$ cat src/rtl/gmii_rx_pkg.sv
// Shared constants, status layout and FSM encoding for the GMII receive deframer.
package gmii_rx_pkg;

  localparam logic [7:0]  PREAMBLE_BYTE = 8'h55;
  localparam logic [7:0]  SFD_BYTE      = 8'hD5;
  localparam logic [31:0] CRC_POLY      = 32'hEDB88320;
  localparam logic [31:0] CRC_INIT      = 32'hFFFFFFFF;
  localparam logic [31:0] CRC_RESIDUE   = 32'hDEBB20E3;
  // Delay line depth: one payload byte plus the four FCS bytes held back
  localparam int          LINE_DEPTH    = 5;

  typedef struct packed {
    logic giant;
    logic runt;
    logic rx_er_seen;
    logic crc_bad;
  } gmii_rx_status_t;

  typedef enum logic [1:0] {
    ST_IDLE,
    ST_PREAMBLE,
    ST_DATA,
    ST_DROP
  } rx_state_t;

endpackage

$ cat src/rtl/crc32_d8.sv
// One-byte step of the reflected (LSB-first) Ethernet CRC-32; purely combinational.
module crc32_d8
  import gmii_rx_pkg::*;
(
  input  logic [31:0] crc_in,
  input  logic [7:0]  data,
  output logic [31:0] crc_out
);

  logic [31:0] c;

  always_comb begin
    c = crc_in;
    for (int i = 0; i < 8; i++) begin
      c = (c >> 1) ^ (((c[0] ^ data[i]) == 1'b1) ? CRC_POLY : 32'h0);
    end
    crc_out = c;
  end

endmodule

$ cat src/rtl/gmii_rx_deframer.sv
// GMII receive deframer: strips preamble/SFD and FCS, checks CRC and length,
// streams payload bytes with status on the last beat and counts good/bad frames.
module gmii_rx_deframer
  import gmii_rx_pkg::*;
#(
  parameter int MIN_LEN = 64,
  parameter int MAX_LEN = 1518,
  parameter int CNT_W   = 32
) (
  input  logic             clk,
  input  logic             rst,
  input  logic [7:0]       gmii_rxd,
  input  logic             gmii_rx_dv,
  input  logic             gmii_rx_er,
  output logic             m_valid,
  output logic [7:0]       m_data,
  output logic             m_last,
  output logic [3:0]       m_status,
  output logic [CNT_W-1:0] good_frames,
  output logic [CNT_W-1:0] bad_frames
);

  localparam logic [15:0] MIN_LEN_L = 16'(MIN_LEN);
  localparam logic [15:0] MAX_LEN_L = 16'(MAX_LEN);
  localparam logic [2:0]  FULL_CNT  = 3'(LINE_DEPTH);

  rx_state_t       state;
  logic [7:0]      byte_line [LINE_DEPTH];
  logic [2:0]      fill;
  logic [15:0]     len;
  logic            er_seen;
  logic [31:0]     crc_q;
  logic [31:0]     crc_next;
  logic            line_full;
  gmii_rx_status_t end_status;

  crc32_d8 u_crc (
    .crc_in  (crc_q),
    .data    (gmii_rxd),
    .crc_out (crc_next)
  );

  assign line_full = (fill == FULL_CNT);

  always_comb begin
    end_status            = '0;
    end_status.giant      = (len > MAX_LEN_L);
    end_status.runt       = (len < MIN_LEN_L);
    end_status.rx_er_seen = er_seen;
    end_status.crc_bad    = (crc_q != CRC_RESIDUE);
  end

  // Datapath: delay line and CRC register, restarted whenever we are outside a frame
  always_ff @(posedge clk) begin
    if (state == ST_DATA && gmii_rx_dv) begin
      byte_line[0] <= gmii_rxd;
      for (int i = 1; i < LINE_DEPTH; i++) begin
        byte_line[i] <= byte_line[i-1];
      end
      crc_q <= crc_next;
    end else if (state != ST_DATA) begin
      crc_q <= CRC_INIT;
    end
  end

  // Control: FSM, frame bookkeeping and registered output beat
  always_ff @(posedge clk) begin
    if (!rst) begin
      state       <= ST_DROP;
      m_valid     <= 1'b0;
      m_last      <= 1'b0;
      m_status    <= '0;
      m_data      <= '0;
      good_frames <= '0;
      bad_frames  <= '0;
      fill        <= '0;
      len         <= '0;
      er_seen     <= 1'b0;
    end else begin
      m_valid  <= 1'b0;
      m_last   <= 1'b0;
      m_status <= '0;
      if (state != ST_DATA) begin
        fill    <= '0;
        len     <= '0;
        er_seen <= 1'b0;
      end
      case (state)
        ST_IDLE: begin
          if (gmii_rx_dv) begin
            if (gmii_rxd == PREAMBLE_BYTE)  state <= ST_PREAMBLE;
            else if (gmii_rxd == SFD_BYTE)  state <= ST_DATA;
            else                            state <= ST_DROP;
          end
        end
        ST_PREAMBLE: begin
          if (!gmii_rx_dv)                  state <= ST_IDLE;
          else if (gmii_rxd == SFD_BYTE)    state <= ST_DATA;
          else if (gmii_rxd != PREAMBLE_BYTE) state <= ST_DROP;
        end
        ST_DATA: begin
          if (gmii_rx_dv) begin
            if (line_full) begin
              m_valid <= 1'b1;
              m_data  <= byte_line[LINE_DEPTH-1];
            end else begin
              fill <= fill + 3'd1;
            end
            if (len != 16'hFFFF) len <= len + 16'd1;
            if (gmii_rx_er) er_seen <= 1'b1;
          end else begin
            state <= ST_IDLE;
            // Oldest entry is the final payload byte; the four newer ones are FCS
            if (line_full) begin
              m_valid  <= 1'b1;
              m_last   <= 1'b1;
              m_data   <= byte_line[LINE_DEPTH-1];
              m_status <= end_status;
              if (end_status == '0) good_frames <= good_frames + CNT_W'(1);
              else                  bad_frames  <= bad_frames + CNT_W'(1);
            end else begin
              bad_frames <= bad_frames + CNT_W'(1);
            end
          end
        end
        ST_DROP: begin
          if (!gmii_rx_dv) state <= ST_IDLE;
        end
        default: state <= ST_DROP;
      endcase
    end
  end

endmodule

$ cat config.mk
export PLATFORM = sky130hd
export DESIGN_NAME = gmii_rx_deframer
export DESIGN_NICKNAME = d
export VERILOG_FILES = /design/src/rtl/gmii_rx_pkg.sv /design/src/rtl/crc32_d8.sv /design/src/rtl/gmii_rx_deframer.sv
export SDC_FILE = /design/constraint.sdc
export NUM_CORES = 1
export LEC_CHECK = 0
export CORE_MARGIN = 2
export CORE_UTILIZATION = 35
export DETAILED_ROUTE_END_ITERATION = 8
export DONT_BUFFER_PORTS = 1
export PLACE_DENSITY_LB_ADDON = 0.08
export SLEW_MARGIN = 10
export SYNTH_ARGS = -nofsm -noshare
export SYNTH_HDL_FRONTEND = slang
export SYNTH_SLANG_ARGS = --single-unit
$ cat constraint.sdc
create_clock -name clk -period 8.2 [get_ports clk]
set_clock_uncertainty 0.05 [all_clocks]
set_input_delay 0.82 -clock clk [delete_from_list [all_inputs] [get_ports clk]]
set_output_delay 0.82 -clock clk [all_outputs]
set_load 0.1 [all_outputs]
# Yosys cells after proc, flatten, opt, wreduce, memory -nomap -nowiden
# Memory sizes are Yosys's and may differ from the RTL's. A register that Yosys moved wholly into a read port is not among the register bits.
# Index checks and enable logic that the tools add are counted.
dict set report op_classes {
  eq_ne 14
  n_bitwise 20
  magnitude_cmp 2
  n_mux 35
  div_mod_pow 0
  reduce_logical 13
  addsub 4
  multipliers 0
  shifts 0
}
# cell n
set ops {}
lappend ops {{32-bit two-way mux} 12}
lappend ops {{31-bit by 32-bit bitwise XOR with 32-bit output} 8}
lappend ops {{32-bit by 1-bit adder with 32-bit output (second input constant)} 2}
lappend ops {{16-bit two-way mux} 4}
lappend ops {{32-bit inequality test (second input constant)} 1}
lappend ops {{16-bit by 1-bit adder with 16-bit output (second input constant)} 1}
lappend ops {{16-bit by 11-bit > comparator with 1-bit output (second input constant)} 1}
lappend ops {{16-bit by 7-bit < comparator with 1-bit output (second input constant)} 1}
lappend ops {{16-bit inequality test (second input constant)} 1}
lappend ops {{2-bit two-way mux} 6}
lappend ops {{3-bit two-way mux} 4}
lappend ops {{8-bit by 7-bit == test with 1-bit output (second input constant)} 1}
lappend ops {{8-bit == test (second input constant)} 1}
lappend ops {{1-bit two-way mux} 8}
lappend ops {{2-bit inequality test (second input constant)} 4}
lappend ops {{8-bit by 7-bit inequality test with 1-bit output (second input constant)} 1}
lappend ops {{1-bit bitwise XOR} 8}
lappend ops {{2-bit one-hot mux with 3 select lines} 1}
lappend ops {{3-bit AND reduction} 2}
lappend ops {{2-bit == test (second input constant)} 2}
lappend ops {{4-bit zero test} 1}
lappend ops {{4-bit inequality test (second input constant)} 1}
lappend ops {{1-bit NOT} 4}
lappend ops {{2-bit AND reduction} 2}
lappend ops {{11 further kinds} 11}
dict set report totals {
  ramBits 40
  elab_cells 99
  romBits 0
  mem_count 1
  in_bits 12
  ff_bits 124
  output_inout_bits 78
  latch_bits 0
}
# memory words width rd rd_ports_with_merged_regs wr line_no
set memory_table {}
lappend memory_table {byte_line 5 8 5 1 5 gmii_rx_deframer.sv:28} ;# logic [7:0] byte_line [LINE_DEPTH];

# Logic depth before layout (Yosys ltp)
# Gate-level depths: netlist of the first run.
dict set report depth {
  depth_word 25
  ltp_mapped 10
  depth_no_buf 8
}

# Modules after synthesis
# A second synthesis of the first run with hierarchy kept.
dict set report unflattened {
  cells_unflattened 791
  hier_area_um2 8346.8
}
# mod seq_area_each_um2 area_each_um2 n_inst cells_each
set modules_own_cells {}
lappend modules_own_cells {gmii_rx_deframer 4164.0 7377.1 1 725}
lappend modules_own_cells {crc32_d8 0.0 969.7 1 66}

# Worst setup path after synthesis of the first run
# OpenSTA, ideal clock, no wires.
dict set report synth_path {
  path_type {input to register}
  from {input port gmii_rx_dv}
  to {register good_frames[25]}
  t_required_ns 8.019
  cell_stages 5
  arrival_ns 2.753
  path_buffers 0
  path_slack_ns 5.266
  setup_time_ns 0.131
  path_cell_list {nor2_2 inv_1 or4_1 nor4_1 o21ai_0}
}
dict set report synth_between {
  elab_chain_cells 2
}
# element line_no
set synth_rtl {}
lappend synth_rtl {{start: declaration} gmii_rx_deframer.sv:13} ;# input logic gmii_rx_dv,
lappend synth_rtl {{1-bit NOT (no source line)} -}
lappend synth_rtl {{4-bit AND reduction (no source line)} -}
lappend synth_rtl {{end signal: assignment} gmii_rx_deframer.sv:119} ;# if (end_status == '0) good_frames <= good_frames + CNT_W'(1);
lappend synth_rtl {{end: declaration} gmii_rx_deframer.sv:19} ;# output logic [CNT_W-1:0] good_frames,
# Every way passes these cells.
# A chain may end at the register's enable or synchronous reset.

# Worst setup path after layout of the first run
dict set report layout_path {
  from {register bad_frames[3]}
  to {register bad_frames[26]}
}
dict set report layout_between {
  elab_chain_cells 3
}
# element line_no
set layout_rtl {}
lappend layout_rtl {{start: declaration} gmii_rx_deframer.sv:20} ;# output logic [CNT_W-1:0] bad_frames
lappend layout_rtl {{start signal: assignment} gmii_rx_deframer.sv:120} ;# else bad_frames <= bad_frames + CNT_W'(1);
lappend layout_rtl {{start signal: assignment} gmii_rx_deframer.sv:122} ;# bad_frames <= bad_frames + CNT_W'(1);
lappend layout_rtl {{32-bit by 1-bit adder with 32-bit output *} {gmii_rx_deframer.sv:120, gmii_rx_deframer.sv:122}}
lappend layout_rtl {{32-bit two-way mux} gmii_rx_deframer.sv:119}
lappend layout_rtl {{32-bit two-way mux *} gmii_rx_deframer.sv:114} ;# if (line_full) begin
# Mark *: on every way between the ends. The rest lies on a longest branch, timed or not. The select of a mux whose other input is x is not followed.

==> metrics.md, run 1 <==
| Metric | Value |
|---|---|
| Run status | completed |
| Pre-CTS setup slack | 4.87 ns |
| # resized after CTS | 0 |
| Worst path required time | 8.50 ns |
| Synth Instances | 761 |
| Initial core utilization | 35.8% |
| CTS root buf | clkbuf_16 |
| Syn Area/Cell | 10.3 um2 |
| Final worst path period need | 3.36 ns |
| Type of origin of the critical path | flop |
| Critical path endpoint | bad_frames[26]$_SDFFE_PN0P_ |
| GRT Total Usage | 15.4% |
| Die Area | 23,700 um2 |
| Hold crit path type | reg2reg |
| Highest-delay cell along the critical path | dfxtp_1 |
| Vias post-DR | 5,501 |
| Share of cells above drive strength 1 | 8.45% |
| CP max stage delay | 1.06 ns |
| CTS buffer count | 17 |
| P_leak | 2.66 nW |
| Syn Nets | 779 |
| Critical path peak fanout | 11 |
| Vias in the first global route | 5,404 |
| Post-route DRC | 0 |
| CORE AREA | 22,000 um2 |
| Ys Warns | 0 |
| Routed Antenna Nets | 0 |
| DP HPWL | 12.4 mm |
| Sequential share of the synthesized area | 52.9% |
| Clock-pin slew on the worst setup and hold paths | 0.07 ns |
| Most frequent cell after synthesis | dfxtp_1 |
| R2R cell count | 6 |
| RSZ-0062 raised after global routing | no |
| CP Cell Sequence | and4_1 > nand3_1 > nor3_1 > o2111ai_1 > or3_1 > a21oi_1 |
| Tcrit/Tclk final | 41.0% |
| N_diodes | 0 |
| Final core utilization | 39.6% |
| Synth Cell Area | 7870 um2 |
| Final Hold Fails | 0 |
| # setup viols final | 0 |
| Netlist cell types | 59 |
| Arr. time, crit path | 3.66 ns |
| CTS max path bufs | 2 |
| # port buffers | 0 |
| CTS H-tree depth | 4 |
| Final Max Slew Viols | 0 |
| Setup TNS | 0 ns |
| Grt total ovfl | 0 |
| CP startpoint | bad_frames[3]$_SDFFE_PN0P_ |
| Clk_lat worst skew | 0.43 ns |
| Buffers inserted by post-CTS timing repair | 0 |
| # fillers | 2,119 |
| Clk sink count | 172 |
| Top FF cell, synth | dfxtp_1 |
| Max_slew headroom | 22.6% |
| Nets@finish | 774 |
| Die height | 154 um |
| Least-Margin Pin Slew | 1.16 ns |
| PnR worst setup slack | 4.84 ns |
| EDFF count, synth | 72 |
| F_max | 0.297 GHz |
| Crit. End Element | flop |
| RR Endpoint | bad_frames[26]$_SDFFE_PN0P_ |
| I/O pin total | 90 |
| Peak supply drop | 0.115 mV |
| Cell taking the most area after synthesis | edfxtp_1 |
| Yosys top cell area share | 27.5% |
| Die outline width | 154 um |
| P&R area growth vs syn | 10.6% |
| Row cnt | 54 |
| Routability cong. | 0.812 |
| DRT Wirelength | 17.9 mm |
| Slack of the worst reg-to-reg path | 4.84 ns |
| DR pass1 iterations | 4 |
| Iter 0 DRT Violations | 414 |
| Initial antenna violation count | 0 |
| First-pass GRT wire length | 29.1 mm |
| Yosys reg bits | 172 |
| Critical path class | reg2reg |
| Final cell count without fillers | 1,049 |
| Largest net degree at the start of global routing | 73 |
| Post-Place Cells | 1,017 |
| DR WL/cell | 17.0 um |
| R2R Path Start | bad_frames[3]$_SDFFE_PN0P_ |
| Via-per-instance ratio | 5.24 |
| Power density cells | 219 nW/um2 |
| Share of flip-flops with an asynchronous set or reset | 0% |
| Post-synth top cells | dfxtp_1, nand2_1, xnor2_1 |
| Max Cap Viol | 0 |
| Largest cells by area after synthesis | edfxtp_1, dfxtp_1, xnor2_1 |
| TritonCTS clock tree | done |
| # hold bufs at CTS | 0 |
-- per-stage QoR --
stage	total power [W]	hold WS (ns)	cell area, um2
3_3_place_gp	0.00113	0.350	8120
6_report	0.00191	0.368	8700
3_5_place_dp	0.00113	0.355	8120
2_1_floorplan	0.00110	0.350	7870
5_1_grt	0.00199	0.371	8700
4_1_cts	0.00194	0.369	8700
-- layout make-up --
cell class              instances  area, um2  area share (%)
inverters                      25       93.8            1.08
well taps                     280        350            4.02
clock inverters                13        118            1.35
multi-input cells             535       3480            39.9
repair buffers                  5       37.5           0.431
flip-flops and latches        172       4160            47.8
clock buffers                  19        464            5.33
-- layer usage --
metal  wire length [um]  GRT usage (%)
met1               8260           19.4
met2               8560           25.6
met3                757           4.31
met4                286           5.03
met5                  0              0
-- cells in the final DEF, fill, tap and decap left out, types with 4 or more instances in the layout --
cell type | netlist | layout
a21oi_1 | 38 | 38
and2_1 | 7 | 6
and3_1 | 8 | 8
and4_1 | 12 | 12
buf_4 | 1 | 5
clkbuf_16 | 0 | 18
dfxtp_1 | 100 | 100
edfxtp_1 | 72 | 72
ha_1 | 6 | 6
inv_1 | 24 | 24
inv_6 | 0 | 5
inv_8 | 0 | 4
mux2i_1 | 9 | 9
nand2_1 | 95 | 95
nand2b_1 | 11 | 11
nand3_1 | 33 | 32
nand4_1 | 12 | 12
nand4b_1 | 5 | 5
nor2_1 | 59 | 59
nor3_1 | 16 | 16
nor4_1 | 8 | 8
nor4_2 | 14 | 14
o211ai_1 | 4 | 4
o21ai_0 | 16 | 16
o21ai_1 | 4 | 4
o31ai_1 | 7 | 7
or3_1 | 14 | 14
or4_1 | 9 | 9
xnor2_1 | 81 | 81
xor2_1 | 21 | 21
-- how the worst min path moves through the flow --
| stage | endpoint | from | cells after the start | slack, ns |
|---|---|---|---|---|
| floorplan | byte_line[1][0]$_DFFE_PP_ | byte_line[0][0]$_DFFE_PP_ | 0 | 0.35 |
| global placement | byte_line[3][4]$_DFFE_PP_ | byte_line[2][4]$_DFFE_PP_ | 0 | 0.35 |
| detailed placement | byte_line[2][4]$_DFFE_PP_ | byte_line[1][4]$_DFFE_PP_ | 0 | 0.35 |
| CTS | byte_line[1][6]$_DFFE_PP_ | byte_line[0][6]$_DFFE_PP_ | 0 | 0.37 |
| global route | byte_line[1][6]$_DFFE_PP_ | byte_line[0][6]$_DFFE_PP_ | 0 | 0.37 |
| finish | byte_line[1][6]$_DFFE_PP_ | byte_line[0][6]$_DFFE_PP_ | 0 | 0.37 |
-- flip-flops by register name, summed over array words and instances, names as in the netlist, 2 cells and up --
register / flops
bad_frames: 32
byte_line: 40
crc_q: 32
fill: 3
good_frames: 32
len: 16
m_data: 8
m_status: 4
state: 2
-- power breakdown --
part	internal (W)	switching [W]	total, W
combinational	0.0000806	0.000105	0.000186
sequential	0.000914	0.0000152	0.000929
clock	0.000428	0.000367	0.000794
total	0.00142	0.000487	0.00191
-- worst max-delay path, delay by kind of cell, from the launching register on --
kind,cells,cell delay [ns]
compound gates,2,0.57
flops,1,1.06
simple gates,4,1.60
-- logic make-up (layout without fill, tap and decap cells) --
| logic type | after synthesis | after routing | synth area share [%] |
|---|---|---|---|
| simple gates | 323 | 323 | 22.8 |
| flops | 172 | 172 | 52.9 |
| xor+xnor | 104 | 104 | 11.8 |
| compound gates | 93 | 93 | 7.31 |
| buf+inv | 54 | 62 | 2.99 |
| mux | 9 | 9 | 1.14 |
| fa+ha+maj | 6 | 6 | 0.954 |
No activity file was read; power rests on OpenSTA's default activity.
==> inputs of run 2 (changes only) <==
==> constraint.sdc (replaced) <==
create_clock -name clk -period 3.5 [get_ports clk]
set_clock_uncertainty 0.05 [all_clocks]
set_input_delay 0.35 -clock clk [delete_from_list [all_inputs] [get_ports clk]]
set_output_delay 0.35 -clock clk [all_outputs]
set_load 0.1 [all_outputs]
==> metrics.md, run 2 (synthesis results as in run 1) <==
| Metric | Value |
|---|---|
| CTS buffer count | 17 |
| # hold bufs at CTS | 11 |
| Pre-CTS setup slack | 0.546 ns |
| Initial antenna violation count | 0 |
| Highest-delay cell along the critical path | or4_4 |
| # resized after CTS | 0 |
| Via-per-instance ratio | 5.08 |
| CP max stage delay | 0.57 ns |
| Hold crit path type | in2reg |
| Worst path required time | 3.77 ns |
| Nets@finish | 855 |
| Peak supply drop | 0.307 mV |
| Max_slew headroom | 31.8% |
| TritonCTS clock tree | done |
| Die height | 154 um |
| Final worst path period need | 2.94 ns |
| Run status | completed |
| Power density cells | 487 nW/um2 |
| DR pass1 iterations | 5 |
| Post-route DRC | 0 |
| Row cnt | 54 |
| F_max | 0.340 GHz |
| Initial core utilization | 35.8% |
| Clk_lat worst skew | 0.43 ns |
| Die outline width | 154 um |
| PnR worst setup slack | 0.556 ns |
| Placed Area | 8650 um2 |
| Top Usage Layer GRT | met2 |
| Share of cells above drive strength 1 | 16.0% |
| Seq pwr share | 47.6% |
| Tcrit/Tclk final | 84.1% |
| CORE AREA | 22,000 um2 |
| Comb power frac | 10.2% |
| GRT Total Usage | 15.8% |
| # setup viols final | 0 |
| N_diodes | 0 |
| Largest net degree at the start of global routing | 46 |
| Part of the power in the clock network | 42.2% |
| Least-Margin Pin Slew | 1.02 ns |
| DRT Wirelength | 18.5 mm |
| DR WL/cell | 16.3 um |
| Sw power | 0.00118 W |
| Final Hold Fails | 0 |
| Commonest non-fill, non-tap cell in the layout | dfxtp_1 |
| Final Max Slew Viols | 0 |
| Final Cell Area | 9360 um2 |
| CTS max path bufs | 2 |
| Iter 0 DRT Violations | 310 |
| Arr. time, crit path | 3.22 ns |
| Biggest register | byte_line |
| Type of origin of the critical path | flop |
| First-pass GRT wire length | 29.9 mm |
| Grt total ovfl | 0 |
| Overall power | 0.00456 W |
| Clk sink count | 172 |
| Critical path class | reg2reg |
| RSZ-0062 raised after global routing | no |
| Routed Antenna Nets | 0 |
| Hold_ws | 0.0226 ns |
| Buffers inserted by post-CTS timing repair | 0 |
| CTS root buf | clkbuf_16 |
| CTS H-tree depth | 4 |
| Critical path peak fanout | 26 |
| Clock-pin slew on the worst setup and hold paths | 0.07 ns |
| GR met2 Demand/Resource | 27.0% |
| Crit. End Element | flop |
| Vias in the first global route | 5,684 |
| Die Area | 23,700 um2 |
| DP HPWL | 12.9 mm |
| Met3 Usage GRT | 3.83% |
| Most frequent cells in the layout | dfxtp_1, nand2_1, xnor2_1 |
| Max Cap Viol | 0 |
| P&R area growth vs syn | 18.9% |
| Vias post-DR | 5,745 |
| Setup TNS | 0 ns |
| # port buffers | 0 |
| Switching Share | 26.0% |
| P_leak | 3.10 nW |
| CP Cell Sequence | or4_4 > nor4_4 > nand4_4 > nor3_1 > a21oi_1 > o21a_1 |
| Met1 Track Usage GR | 20.0% |
| I/O pin total | 90 |
| Max reg flops | 40 |
| Pint | 0.00337 W |
| Routability cong. | 0.803 |
-- run 2: area by class of cell --
type / count / area (um2)
fillers: 2122 / 12600
flip-flops and latches: 172 / 4160
multi-input cells: 535 / 3480
repair buffers: 86 / 673
clock buffers: 17 / 425
well taps: 280 / 350
clock inverters: 15 / 173
inverters: 25 / 93.8
-- run 2: power by group through the flow --
| stage | Clock [W] | Sequential [W] | Combinational, W |
|---|---|---|---|
| 5_1_grt | 0.00205 | 0.00217 | 0.000511 |
| 3_3_place_gp | 0 | 0.00221 | 0.000455 |
| 3_5_place_dp | 0 | 0.00222 | 0.000451 |
| 6_report | 0.00192 | 0.00217 | 0.000464 |
| 2_1_floorplan | 0 | 0.00221 | 0.000365 |
| 4_1_cts | 0.00197 | 0.00217 | 0.000467 |
-- run 2: critical path: cells and delay by family, from the launching register on --
family | cells | cell delay (ns)
AOI/OAI and AO/OA | 2 | 0.32
DFF | 1 | 0.41
and+or+nand+nor | 4 | 2.06
-- run 2: routing by layer --
| metal | up-vias | part of all wire [%] |
|---|---|---|
| li1 | 2862 | - |
| met1 | 2752 | 45 |
| met2 | 117 | 49 |
| met3 | 14 | 4.7 |
| met4 | 0 | 1.2 |
| met5 | - | 0 |
-- run 2: through the flow --
stage                     cells  util (%)
after global placement     1087      39.4
after CTS                  1130      42.6
after floorplan             761         -
final                      1130      42.6
after global routing       1130      42.6
after detailed placement   1087      39.4
-- run 2: path summary, 6_finish.rpt --
check | depth (start not counted) | end | start | slack [ns]
setup / recovery | 6 | good_frames[30]$_SDFFE_PN0P_ | crc_q[9]$_SDFFCE_PN1P_ | 0.56
hold / removal | 1 | m_last$_SDFF_PP0_ | gmii_rx_dv | 0.02
setup reg to reg | 6 | good_frames[30]$_SDFFE_PN0P_ | crc_q[9]$_SDFFCE_PN1P_ | 0.56
hold reg to reg | 0 | byte_line[3][3]$_DFFE_PP_ | byte_line[2][3]$_DFFE_PP_ | 0.36
